## src/rtl/bsg_packet_len_pkg.sv

```systemverilog
// rtl/bsg_packet_len_pkg.sv - shared types and helpers for the packet length checker
package bsg_packet_len_pkg;

    // Packet framing state: waiting for a header beat, or inside a packet body
    typedef enum logic {
        e_header = 1'b0,
        e_body   = 1'b1
    } len_state_e;

    // Beat counter must hold max_beats+1 so an overlong packet saturates one past legal
    function automatic int beat_count_width_f(input int max_beats);
        return $clog2(max_beats + 2);
    endfunction

endpackage

```

## src/rtl/bsg_dff_reset_en.sv

```systemverilog
// rtl/bsg_dff_reset_en.sv - enabled register with synchronous active-high clear
module bsg_dff_reset_en #(
    parameter int width_p = 1
) (
    input  logic               clk_i,
    input  logic               reset_i,
    input  logic               en_i,
    input  logic [width_p-1:0] data_i,
    output logic [width_p-1:0] data_o
);

    logic [width_p-1:0] data_q;
    logic [width_p-1:0] data_d;

    // Hold unless enabled
    always_comb begin
        data_d = data_q;
        if (en_i) begin
            data_d = data_i;
        end
    end

    // State register with synchronous clear
    always_ff @(posedge clk_i) begin
        if (reset_i) begin
            data_q <= '0;
        end else begin
            data_q <= data_d;
        end
    end

    assign data_o = data_q;

endmodule

```

## src/rtl/bsg_packet_len_counter.sv

```systemverilog
// rtl/bsg_packet_len_counter.sv - saturating up-counter with load-to-1 and enable
module bsg_packet_len_counter #(
    parameter int                 width_p = 4,
    parameter logic [width_p-1:0] max_p   = '1
) (
    input  logic               clk_i,
    input  logic               reset_i,
    input  logic               load_i,
    input  logic               en_i,
    output logic [width_p-1:0] count_o
);

    logic [width_p-1:0] count_q;
    logic [width_p-1:0] count_d;

    // Load wins over increment; increment stops at max_p and never wraps
    always_comb begin
        count_d = count_q;
        if (load_i) begin
            count_d = width_p'(1);
        end else if (en_i && (count_q != max_p)) begin
            count_d = count_q + width_p'(1);
        end
    end

    // Count register with synchronous clear
    always_ff @(posedge clk_i) begin
        if (reset_i) begin
            count_q <= '0;
        end else begin
            count_q <= count_d;
        end
    end

    assign count_o = count_q;

endmodule

```

## src/rtl/bsg_packet_len_check.sv

```systemverilog
// rtl/bsg_packet_len_check.sv - per-packet declared-length checker with one-stage output register
module bsg_packet_len_check
    import bsg_packet_len_pkg::*;
#(
    parameter int width_p       = 16,
    parameter int len_width_p   = 8,
    parameter int max_beats_p   = 8,
    parameter int count_width_p = 16
) (
    input  logic                     clk_i,
    input  logic                     reset_i,
    input  logic [width_p-1:0]       data_i,
    input  logic                     v_i,
    input  logic                     last_i,
    output logic                     ready_o,
    output logic [width_p-1:0]       data_o,
    output logic                     v_o,
    output logic                     last_o,
    output logic                     error_o,
    input  logic                     ready_i,
    output logic [count_width_p-1:0] good_count_o,
    output logic [count_width_p-1:0] bad_count_o
);

    localparam int cnt_w_lp = beat_count_width_f(max_beats_p);
    localparam int cmp_w_lp = (len_width_p > cnt_w_lp) ? len_width_p : cnt_w_lp;
    localparam logic [cnt_w_lp-1:0] cnt_max_lp = cnt_w_lp'(max_beats_p + 1);

    len_state_e             state_q, state_d;
    logic [len_width_p-1:0] declared_len_q, declared_len_d;

    logic                   accept;
    logic                   beat_load;
    logic                   beat_en;
    logic [cnt_w_lp-1:0]    beat_count;
    logic [cnt_w_lp-1:0]    count_post;
    logic [len_width_p-1:0] cur_len;
    logic                   len_error;
    logic                   v_q;
    logic                   last_q;
    logic                   err_q;

    assign ready_o = ~v_o | ready_i;
    assign accept  = v_i & ready_o;

    // Framing FSM; also selects which length/count pair the error rule sees this beat
    always_comb begin
        state_d        = state_q;
        declared_len_d = declared_len_q;
        beat_load      = 1'b0;
        beat_en        = 1'b0;
        cur_len        = declared_len_q;
        count_post     = (beat_count == cnt_max_lp) ? beat_count : beat_count + cnt_w_lp'(1);
        case (state_q)
            e_header: begin
                cur_len    = data_i[len_width_p-1:0];
                count_post = cnt_w_lp'(1);
                if (accept) begin
                    declared_len_d = data_i[len_width_p-1:0];
                    beat_load      = 1'b1;
                    if (!last_i) begin
                        state_d = e_body;
                    end
                end
            end
            e_body: begin
                if (accept) begin
                    beat_en = 1'b1;
                    if (last_i) begin
                        state_d = e_header;
                    end
                end
            end
            default: state_d = e_header;
        endcase
    end

    // Zero length, over-max length, and count disagreement are all errors
    always_comb begin
        len_error = (cur_len == '0)
                  | (cmp_w_lp'(cur_len) > cmp_w_lp'(max_beats_p))
                  | (cmp_w_lp'(cur_len) != cmp_w_lp'(count_post));
    end

    // FSM and latched header length
    always_ff @(posedge clk_i) begin
        if (reset_i) begin
            state_q        <= e_header;
            declared_len_q <= '0;
        end else begin
            state_q        <= state_d;
            declared_len_q <= declared_len_d;
        end
    end

    bsg_packet_len_counter #(
        .width_p (cnt_w_lp),
        .max_p   (cnt_max_lp)
    ) beat_counter (
        .clk_i   (clk_i),
        .reset_i (reset_i),
        .load_i  (beat_load),
        .en_i    (beat_en),
        .count_o (beat_count)
    );

    // Statistics advance at input acceptance of the last beat
    bsg_packet_len_counter #(
        .width_p (count_width_p),
        .max_p   ({count_width_p{1'b1}})
    ) good_counter (
        .clk_i   (clk_i),
        .reset_i (reset_i),
        .load_i  (1'b0),
        .en_i    (accept & last_i & ~len_error),
        .count_o (good_count_o)
    );

    bsg_packet_len_counter #(
        .width_p (count_width_p),
        .max_p   ({count_width_p{1'b1}})
    ) bad_counter (
        .clk_i   (clk_i),
        .reset_i (reset_i),
        .load_i  (1'b0),
        .en_i    (accept & last_i & len_error),
        .count_o (bad_count_o)
    );

    // Valid bit reloads whenever the slot is free or being drained
    bsg_dff_reset_en #(
        .width_p (1)
    ) valid_reg (
        .clk_i   (clk_i),
        .reset_i (reset_i),
        .en_i    (ready_o),
        .data_i  (v_i),
        .data_o  (v_q)
    );

    // Payload only loads on an accepted beat so it holds steady under backpressure
    bsg_dff_reset_en #(
        .width_p (width_p + 2)
    ) payload_reg (
        .clk_i   (clk_i),
        .reset_i (reset_i),
        .en_i    (accept),
        .data_i  ({data_i, last_i, last_i & len_error}),
        .data_o  ({data_o, last_q, err_q})
    );

    assign v_o     = v_q;
    assign last_o  = last_q & v_q;
    assign error_o = err_q & v_q;

endmodule

```

## config.mk

```make
export PLATFORM = sky130hd
export DESIGN_NAME = bsg_packet_len_check
export DESIGN_NICKNAME = d
export VERILOG_FILES = /design/src/rtl/bsg_packet_len_pkg.sv /design/src/rtl/bsg_dff_reset_en.sv /design/src/rtl/bsg_packet_len_counter.sv /design/src/rtl/bsg_packet_len_check.sv
export SDC_FILE = /design/constraint.sdc
export NUM_CORES = 1
export LEC_CHECK = 0
export BUFFER_PORTS_ARGS = -buffer_cell sky130_fd_sc_hd__buf_2
export CAP_MARGIN = 10
export CORE_ASPECT_RATIO = 0.7
export CORE_MARGIN = 4
export CORE_UTILIZATION = 55
export DETAILED_ROUTE_END_ITERATION = 10
export PLACE_DENSITY = 0.79
export SYNTH_ARGS = -nofsm -noshare
export SYNTH_HDL_FRONTEND = slang
export SYNTH_SLANG_ARGS = --single-unit
```

## constraint.sdc

```tcl
create_clock -name clk_i -period 4.1 [get_ports clk_i]
set_input_delay 0.82 -clock clk_i [delete_from_list [all_inputs] [get_ports clk_i]]
set_output_delay 0.82 -clock clk_i [all_outputs]
set_load 0.005 [all_outputs]
```

# Word level (Yosys, flattened, before mapping)
# Cells that the tools add are included.
[classes]
n_addsub = 3
magnitude_cmp = 1
eq_ne = 5
mux = 12
n_bitwise = 13
reduce_logical = 7
[ops]
columns = ["operator", "count"]
rows = [
  ["16-bit by 1-bit adder with 16-bit output, second input constant", 2],
  ["16-bit inequality test, second input constant", 2],
  ["8-bit by 4-bit greater-than comparator with 1-bit output, second input constant", 1],
  ["8-bit logical NOT", 1],
  ["1-bit 2-to-1 mux", 8],
  ["4-bit 2-to-1 mux", 2],
  ["8-bit 2-to-1 mux", 1],
  ["8-bit by 4-bit inequality test with 1-bit output", 1],
  ["1-bit bitwise AND", 7],
  ["4-bit by 1-bit adder with 4-bit output, second input constant", 1],
  ["4-bit equality test, second input constant", 1],
  ["4-bit inequality test, second input constant", 1],
  ["1-bit logical AND", 3],
  ["1-bit inverter", 3],
  ["1-bit bitwise OR", 3],
  ["1-bit case mux with 2 select lines", 1],
  ["2-bit AND reduction", 1],
  ["2-bit nonzero test", 1],
  ["2-bit OR reduction", 1],
]
[totals]
register_bits = 64
in_bits = 21
output_inout_bits = 52
wordCells = 49

# Depth between registers and ports, before layout
# Gate-level depths: netlist (run 1).
[logic_depth]
word_depth = 8
depth_mapped = 11
ltp_nobuf = 9

# By module
# From an unflattened synthesis (run 1), not the netlist that was laid out.
[unflattened]
hier_cells = 341
hier_area_um2 = 3134.3
[by_module_without_submodules]
columns = ["mod", "instances", "cells_each", "area_each_um2"]
rows = [
  ["bsg_packet_len_counter at bad_counter ...", 2, 91, 783.3],
  ["bsg_packet_len_check", 1, 76, 673.1],
  ["bsg_dff_reset_en at payload_reg", 1, 58, 649.4],
  ["bsg_packet_len_counter at beat_counter", 1, 22, 211.5],
  ["bsg_dff_reset_en at valid_reg", 1, 3, 33.8],
]

# Worst setup path before layout (run 1)
# No wires, ideal clock.
[synth_timing]
kind = "input -> register"
startpoint = "in data_i[5]"
endpoint = "reg good_counter.count_q[15], in the netlist good_counter.count_o[15]"
setup_time_ns = 0.121
t_arrival_ns = 2.854
required_time_ns = 3.979
path_slack_ns = 1.124
path_stages = 8
path_buffers = 1
path_cell_list = "or4_1 -> nor2_1 -> a21o_1 -> o211ai_1 -> or2_0 -> clkbuf_1 -> or4_4 -> mux2_4"
[synth_via]
elab_chain_cells = 7
word_cells_on_any_way = 9
cone_classes = "order compare: 1; eq/ne: 1; mux: 1; bitwise: 4; reduce/logical: 2"
[synth_rtl]
columns = ["item", "line", "rtl"]
rows = [
  ["start: declaration", "bsg_packet_len_check.sv:12", "input logic [width_p-1:0] data_i,"],
  ["8-bit 2-to-1 mux (*)", "bsg_packet_len_check.sv:54", "case (state_q)"],
  ["8-bit by 4-bit greater-than comparator with 1-bit output / 8-bit logical NOT (equally long branches)", "bsg_packet_len_check.sv:81, bsg_packet_len_check.sv:80", ""],
  ["1-bit bitwise OR", "bsg_packet_len_check.sv:81", "| (cmp_w_lp'(cur_len) > cmp_w_lp'(max_beats_p))"],
  ["1-bit bitwise OR (*)", "bsg_packet_len_check.sv:82", "| (cmp_w_lp'(cur_len) != cmp_w_lp'(count_post));"],
  ["1-bit inverter (*)", "bsg_packet_len_check.sv:115", ".en_i (accept & last_i & ~len_error),"],
  ["1-bit bitwise AND (*)", "bsg_packet_len_check.sv:115", ""],
  ["1-bit logical AND (*)", "bsg_packet_len_counter.sv:21", "end else if (en_i && (count_q != max_p)) begin"],
  ["end signal: assignment", "bsg_packet_len_counter.sv:31", "count_q <= count_d;"],
  ["end: declaration", "bsg_packet_len_counter.sv:13", "logic [width_p-1:0] count_q;"],
]
# Mark *: on every way between the ends. The rest lies on a longest branch, timed or not.
# A chain may end at the register's enable or synchronous reset.

==> metrics.csv, run 1 <==
metric,value,unit
outcome,"complete, no violations",
powerDensity,352.6,nW/µm²
power_switching,317.7,µW
grt_pass1_wl,13080,µm
pwr-share-clk,41.2,%
r2r_slack,900,ps
r2r_cells,8,
clkTransAtPathRegs,70,ps
cts_hold_buf,0,
numCtsBuffers,9,
cp_data_arrival_time,3420,ps
dieWidth,98.30,µm
antenna_left,0,
area_delta_synth_final,18.81,%
syn_inst,392,
finalSetupTns,0,ps
path_max_fanout,23,
drc_errors,0,
drv_cap,0,
drive_above_1_share,24.18,%
clock-sinks,64,
rows,22,
yosysSeqAreaShare,40.81,%
worstSetupPathType,flop to flop,
cts_tree,built,
clock-root-buffer,clkbuf_8,
clk_latency,330,ps
grtUsageTotal,22.51,%
slew_violations,0,
cp-start-kind,flop,
routed_wl,7830,µm
swShare,24.16,%
yosys_most_used_dff,dfxtp_1,
synth_cell_types,43,
hold_depth,2,
dp_hpwl,5528,µm
grt_overflow,0,
antenna_found_initial,0,
clk_path_buf_depth,2,
coreArea,5395,µm²
cts_resized,0,
worstHoldEndpoint,payload_reg.data_o[9],
skew,8.984,ps
dp_cells,515,
required,4320,ps
rsz0062_at_grt,false,
r2r_end,good_counter.count_o[15],
wl_per_cell,14.75,µm
hp-start,payload_reg.data_o[9],
grt_pass1_vias,2838,
grt_max_degree,37,
portBuffers,72,
synth_edf_count,0,
async_flop_share,0,%
fp.dieH,71.21,µm
vias,3044,
die-area,7000,µm²
cp-end-kind,flop,
nNetsFinal,479,
htree_levels,3,
viasPerCell,5.733,
hold_violations,0,
layout_min_cycle_time,3196,ps
fillers,473,
setup_viol,0,
share_comb_of_total_power,8.9,%
power.leakage,0.001518,µW
intPower,997.5,µW
ys_seq_elements,64,
peakVddDrop,0.1922,mV
final_cells,531,
syn_avg_cell_area,8.008,µm²
diodes,0,
slew_headroom,22.10,%
drt_iter0_markers,194,
initial_utilization,58.19,%
gp_congestion,0.8549,
ios,73,
p_seq_share,50.0,%
syn-num-nets,417,
first_pass_iters,4,
min_path_type,flop to flop,
yosysWarnings,0,
tightest_slew,1162,ps
min_period_over_period,77.94,%
synthesis.area,3139,µm²
fmax,0.3129,GHz
postCtsSetupBuffers,0,
-- cell usage after synthesis, types with 10 or more instances --
cell type  number  area share (%)
nor2_1         31             3.7
o21ai_0        13             2.1
a21oi_1        49             7.8
clkbuf_1       20             2.4
nand3_1        13             2.1
o31ai_1        11             2.6
dfxtp_1        64              41
nor2b_1        10             2.0
nand2_1        57             6.8
nand4_1        10             2.0
nor4_1         10             2.0
mux2_2         11             3.9
-- state kept, by name (all words and copies together) (netlist names), named ones only --
signal                cells
payload_reg.data_o       18
bad_counter.count_o      16
good_counter.count_o     16
declared_len_q            8
beat_counter.count_o      4
valid_reg.data_o          1
-- metrics by stage --
stage / util (%) / total power [µW] / area, µm² / hold WS (ps) / setup slack, ps
floorplan: - / 740.7 / 3139 / 448.8 / 1124
global placement: 65.45 / 781.4 / 3531 / 438.6 / 830.9
detailed placement: 65.45 / 786.2 / 3531 / 444.7 / 797.3
CTS: 69.13 / 1324 / 3730 / 453.8 / 929.4
global route: 69.13 / 1371 / 3730 / 472.6 / 706.4
finish: 69.13 / 1315 / 3730 / 451.1 / 904.3
-- placed cells by master (no fill, tap or decap), types with 3 or more instances in the layout --
master / n
buf_2: 72
dfxtp_1: 64
nand2_1: 57
a21oi_1: 49
nor2_1: 31
nand3_1: 13
o21ai_0: 13
mux2_2: 11
clkbuf_8: 11
nor4_1: 10
nand4_1: 10
o31ai_1: 10
nor2b_1: 10
or4_1: 9
inv_1: 8
nand2b_1: 7
and3_1: 7
nor3_1: 5
buf_4: 5
and2_1: 4
a211oi_1: 4
ha_1: 4
mux2i_1: 3
xnor2_1: 3
a31o_2: 3
and4_1: 3
or3_1: 3
o41ai_1: 3
-- worst max path at each step --
stage              start                        to  slack (ps)  cells after the start
2_1_floorplan  data_i[5]  good_counter.count_o[15]        1120                      8
3_3_place_gp   data_i[5]  good_counter.count_o[15]         830                      9
3_5_place_dp   data_i[5]  good_counter.count_o[15]         800                      9
4_1_cts             flop  good_counter.count_o[15]         930                      8
5_1_grt             flop  good_counter.count_o[15]         710                      8
6_report            flop  good_counter.count_o[15]         900                      8
-- power groups by stage --
stage,combinational (µW),clock (µW),sequential [µW]
after global routing,130,582,660
after CTS,116,551,657
after detailed placement,116,0,671
after global placement,112,0,669
after floorplan,74.7,0,666
final,117,541,657
-- layout make-up --
cell class	instances	area [µm²]	share of cell area, %
multi-input cells	294	1732	46.43
flip-flops and latches	64	1281	34.35
repair buffers	77	397.9	10.67
clock buffers	13	158.9	4.260
well taps	72	90.09	2.415
clock inverters	3	40.04	1.073
inverters	8	30.03	0.8051
-- routing by layer --
layer / global-route usage [%] / routed length [µm] / vias to the layer above / part of all wire, %
met5: 0 / 0 / - / 0
met4: 8.030 / 110 / 0 / 1.4
met3: 6.809 / 485 / 16 / 6.2
met2: 35.43 / 3562 / 89 / 45
met1: 29.52 / 3673 / 1402 / 47
li1: - / - / 1537 / -
-- critical path: stages, from the launching register on --
cell and delay (ps):
dfxtp_1 740, inv_1 250, o21ai_0 130, o31ai_1 100
or4_4 580, or2_0 220, buf_4 210, or4_4 550
mux2_4 300
-- cell families after synthesis --
| kind of cell | Yosys count | share of synthesized area [%] |
|---|---|---|
| and+or+nand+nor | 178 | 29.18 |
| AOI/OAI and AO/OA | 92 | 17.46 |
| DFF | 64 | 40.81 |
| buffers and inverters | 34 | 4.185 |
| muxes | 15 | 5.381 |
| xor gates and xnor gates | 5 | 1.395 |
| adders and majority gates | 4 | 1.594 |
Note: power is estimated with default switching activity, not from simulation.
==> run 2, diff against run 1 <==
--- a/config.mk
+++ b/config.mk
@@ -9,9 +9,9 @@
 export CAP_MARGIN = 10
 export CORE_ASPECT_RATIO = 0.7
 export CORE_MARGIN = 4
-export CORE_UTILIZATION = 55
+export CORE_UTILIZATION = 48
 export DETAILED_ROUTE_END_ITERATION = 10
-export PLACE_DENSITY = 0.79
+export PLACE_DENSITY = 0.73
 export SYNTH_ARGS = -nofsm -noshare
 export SYNTH_HDL_FRONTEND = slang
 export SYNTH_SLANG_ARGS = --single-unit
==> constraint.sdc (replaced) <==
create_clock -name clk_i -period 2.61 [get_ports clk_i]
set_input_delay 0.522 -clock clk_i [delete_from_list [all_inputs] [get_ports clk_i]]
set_output_delay 0.522 -clock clk_i [all_outputs]
set_load 0.005 [all_outputs]
==> run 2 against run 1 <==
  * The run now ends with negative setup slack left
  * Largest cell class unchanged
  * Via count up 7.7%
  * Worst setup slack got worse by 980 ps
  * Clock skew decreased by 1.8 ps
  * Power is 77% higher
  * Global-route usage shrank 0.31 points
  * Highest routed layer unchanged
  * Critical path type unchanged
==> metrics.csv, run 2 (synthesized netlist as in run 1, its figures left out) <==
metric,value,unit
fp.dieH,75.66,µm
worstSetupPathType,flop to flop,
slew_violations,0,
peakVddDrop,0.2899,mV
drv_cap,0,
area_delta_synth_final,42.53,%
largest_reg_flops,18,
ios,73,
initial_utilization,50.02,%
critPathMaxStageDelay,530,ps
coreArea,6276,µm²
r2r_end,good_counter.count_o[9],
layout_min_cycle_time,2687,ps
gp_congestion,0.8010,
power.leakage,0.001866,µW
fin_area,4474,µm²
hold_violations,0,
finalSetupTns,-404.9,ps
die-area,7919,µm²
path_max_fanout,8,
wl_per_cell,15.61,µm
grt_pass1_vias,2962,
dp_hpwl,5778,µm
critPathSlowestCell,or4_1,
antenna_found_initial,0,
outcome,"complete, but fails checks",
clkTransAtPathRegs,70,ps
setup_viol,12,
powerDensity,519.7,nW/µm²
min_path_type,input pin to flop,
clk_latency,340,ps
drt_iter0_markers,179,
tightest_slew,599.6,ps
worstHoldEndpoint,payload_reg.data_o[12],
cp-start-kind,flop,
rows,24,
cp-end-kind,flop,
hp-start,data_i[10],
portBuffers,72,
grt_pass1_wl,14250,µm
slew_headroom,59.79,%
viasPerCell,5.673,
antenna_left,0,
pre_cts_ws,-261.7,ps
r2r_slack,-80,ps
cts_tree,built,
r2r_cells,11,
drive_above_1_share,40.40,%
clk_path_buf_depth,2,
required,2890,ps
drc_errors,0,
grt_overflow,0,
r2r_start,beat_counter.count_o[1],
rsz0062_at_grt,true,
grt_max_degree,79,
dieWidth,104.7,µm
routed_wl,9021,µm
violations,negative setup slack,
skew,7.158,ps
place_area,3882,µm²
fmax,0.3722,GHz
final_common_cell,buf_2,
grtUsageTotal,22.20,%
final.setup.worst_slack,-76.83,ps
diodes,0,
hold_depth,3,
htree_levels,3,
crit_chain,"inv_4, ha_4, nand3b_1, buf_6, mux2i_2, xnor2_1, o211ai_1, or2_4, buf_8, or4_1, a21oi_2",
nNetsFinal,520,
clock-sinks,64,
clock-root-buffer,clkbuf_8,
min_period_over_period,102.9,%
numCtsBuffers,9,
cp-startpoint,beat_counter.count_o[1],
vias,3279,
power,2325,µW
first_pass_iters,5,
cp_data_arrival_time,2970,ps
layout_common_cells,"73 x buf_2, 60 x dfxtp_1, 56 x nand2_1",
## run 2: worst max-delay path, delay by kind of cell, from the launching register on
family / cells / cell delay (ps)
flip-flops: 1 / 410
adder cells (fa/ha/maj): 1 / 170
buffers and inverters: 3 / 360
AO/OA/AOI/OAI: 2 / 270
XOR/XNOR: 1 / 150
multiplexers: 1 / 230
AND/OR/NAND/NOR: 3 / 1030
## run 2: metrics by stage
step | hold slack, ps | utilization [%] | instances
floorplan | 448.8 | - | 392
global route | 388.1 | 71.29 | 578
detailed placement | 443.5 | 61.86 | 555
CTS | 383.7 | 67.84 | 574
finish | 408.5 | 71.29 | 578
global placement | 439.1 | 61.86 | 555
## run 2: layout make-up
class	instances	area [µm²]
Multi-Input combinational cell	294	2064
Fill cell	482	1802
Sequential cell	64	1294
Timing Repair Buffer	118	742.0
Clock buffer	9	123.9
Clock inverter	7	120.1
Tap cell	78	97.59
Inverter	8	32.53
## run 2: how the worst max path moves through the flow
stage	endpoint	slack [ps]	cells past startpoint
2_1_floorplan	good_counter.count_o[13]	-30	11
3_3_place_gp	good_counter.count_o[6]	-200	9
3_5_place_dp	good_counter.count_o[6]	-260	9
4_1_cts	bad_counter.count_o[9]	-20	12
5_1_grt	good_counter.count_o[9]	-150	11
6_report	good_counter.count_o[9]	-80	11
## run 2: power by group
part / switching (µW) / internal [µW] / total, µW / leakage (µW)
Sequential: 21.5 / 1000 / 1030 / 0.000523
Combinational: 143 / 117 / 260 / 0.00122
Clock: 405 / 635 / 1040 / 0.000119
## run 2: what timing repair did
action | CTS | global route
gates cloned | 0 | 1
endpoints found under the setup margin | 18 | 23
resized for setup | 21 | 41
pin swaps | 12 | 13
setup buffers | 3 | 3
hold buffers | 0 | 0
## run 2: routing by layer
metal	part of all wire [%]	vias to the layer above	global-route usage, %
met5	0	-	0
met2	46	90	34.76
met4	0.80	0	5.386
li1	-	1622	-
met1	47	1556	30.45
met3	6.4	11	6.859
==> run 3, diff against run 2 <==
--- a/config.mk
+++ b/config.mk
@@ -9,9 +9,9 @@
 export CAP_MARGIN = 10
 export CORE_ASPECT_RATIO = 0.7
 export CORE_MARGIN = 4
-export CORE_UTILIZATION = 48
+export CORE_UTILIZATION = 54
 export DETAILED_ROUTE_END_ITERATION = 10
-export PLACE_DENSITY = 0.73
+export PLACE_DENSITY = 0.78
 export SYNTH_ARGS = -nofsm -noshare
 export SYNTH_HDL_FRONTEND = slang
 export SYNTH_SLANG_ARGS = --single-unit
==> constraint.sdc (replaced) <==
create_clock -name clk_i -period 2.5 [get_ports clk_i]
set_input_delay 0.5 -clock clk_i [delete_from_list [all_inputs] [get_ports clk_i]]
set_output_delay 0.5 -clock clk_i [all_outputs]
set_load 0.005 [all_outputs]
==> run 3 against run 2 <==
  * The run still ends with negative setup slack left
  * Count of clock-buffer cells in the layout increased by 4
  * Sequential share of layout area about the same
  * Die area decreased by 10%
  * Non-clock buffer count increased by 6
  * Combinational power increased by 8.8%
  * Wire length increased by 10%
  * Sequential power grew 4%
  * Clock power is 20% lower
  * Clock skew barely moved
  * Fmax rose by 2.6%
  * Largest power group is now sequential cells
  * Highest routed layer unchanged
==> metrics.csv, run 3 (synthesized netlist as in run 1, its figures left out) <==
metric,value,unit
p_seq_share,49.1,%
tightest_slew,491.5,ps
critPathSlowestCell,or4_4,
worst-path-buf-inv,1,
fin_area,4469,µm²
clock-sinks,64,
min_period_over_period,104.7,%
largest_reg_flops,18,
grt_max_degree,79,
layout_common_cells,"72 x buf_2, 60 x dfxtp_1, 57 x nand2_1",
grtUsageTotal,25.84,%
worstSetupPathType,flop to flop,
rsz0062_at_grt,true,
swShare,26.28,%
nNetsFinal,527,
cpLargestDelayFamily,simple AND/OR/NAND/NOR gates,
antenna_left,0,
dieWidth,99.13,µm
min_path_type,input pin to flop,
cp_data_arrival_time,2880,ps
cp.depth,8,
r2r_cells,8,
cts_tree,built,
power.leakage,0.001873,µW
pwr-share-clk,37.9,%
antenna_found_initial,0,
pre_cts_ws,-302.4,ps
numCtsBuffers,9,
final.setup.worst_slack,-117.5,ps
dp_hpwl,6314,µm
vias,3452,
final_common_cell,buf_2,
first_pass_iters,5,
portBuffers,72,
fmax,0.3820,GHz
grt_pass1_vias,3172,
drt_iter0_markers,312,
place_area,3930,µm²
power_switching,573.4,µW
layout_min_cycle_time,2618,ps
slew_violations,0,
grt_pass1_wl,14970,µm
area_delta_synth_final,42.37,%
critPathMaxStageDelay,540,ps
ios,73,
required,2760,ps
wl_per_cell,17.20,µm
diodes,0,
powerDensity,488.2,nW/µm²
crit_chain,"nor3_2, and4_1, o31ai_1, or4_4, or2_4, buf_4, or4_1, a21oi_1",
slew_headroom,67.11,%
gp_congestion,0.8760,
path_max_fanout,10,
clkTransAtPathRegs,70,ps
hold_depth,3,
outcome,"complete, but fails checks",
utilization,82.42,%
violations,negative setup slack,
hold_violations,0,
setup_viol,16,
viasPerCell,5.962,
skew,7.159,ps
drv_cap,0,
clk_latency,340,ps
clk_path_buf_depth,2,
intPower,1608,µW
coreArea,5423,µm²
htree_levels,3,
die-area,7117,µm²
drc_errors,0,
peakVddDrop,0.3978,mV
share_comb_of_total_power,13.0,%
fp.dieH,71.79,µm
routed_wl,9959,µm
initial_utilization,57.89,%
cp-start-kind,flop,
clock-root-buffer,clkbuf_8,
rows,22,
cp-end-kind,flop,
drive_above_1_share,40.43,%
grt_overflow,0,
## run 3: final timing paths
kind	slack [ps]	end	startpoint
max	-120	good_counter.count_o[7]	declared_len_q[0]
min	390	payload_reg.data_o[12]	data_i[10]
max reg2reg	-120	good_counter.count_o[7]	declared_len_q[0]
min reg2reg	450	payload_reg.data_o[12]	payload_reg.data_o[12]
## run 3: layout make-up
type	count	area, µm²
Multi-Input combinational cell	295	2087
Sequential cell	64	1294
Fill cell	342	953.4
Timing Repair Buffer	124	782.0
Clock buffer	13	168.9
Tap cell	72	90.09
Inverter	8	32.53
Clock inverter	3	15.01
## run 3: per-layer routing
layer  vias up  share of wire, %  GRT usage (%)
met5         -                 0              0
met4         0               2.4          7.424
met3        27               7.4          7.198
met2       162                46          42.04
met1      1635                44          33.69
li1       1628                 -              -
## run 3: what timing repair did
item,CTS,global route
setup buffers,4,7
hold buffers,0,0
cloned,1,0
pin swaps,14,31
resized for setup,28,26
setup endpoints to repair,27,29
## run 3: stage by stage
| step | TNS [ps] | hold WS (ps) | total power [µW] | std cells |
|---|---|---|---|---|
| after detailed placement | -4489 | 443.9 | 1344 | 552 |
| after floorplan | -456.2 | 448.8 | 1224 | 392 |
| after global routing | -2821 | 392.7 | 2270 | 579 |
| after CTS | -733.6 | 380.8 | 2173 | 572 |
| after global placement | -3734 | 438.2 | 1335 | 552 |
| final | -863.4 | 393.5 | 2182 | 579 |
## run 3: power groups by stage
stage                     sequential (µW)  clock [µW]  combinational, µW
after CTS                            1070         837                266
after global routing                 1080         888                307
final                                1070         827                283
after global placement               1090           0                243
after floorplan                      1090           0                130
after detailed placement             1090           0                250
## run 3: tightest hold or removal path, delay by kind of cell
kind                   cells  cell delay (ps)
AND/OR/NAND/NOR            1               40
AO/OA/AOI/OAI              1               50
buffers and inverters      1               90
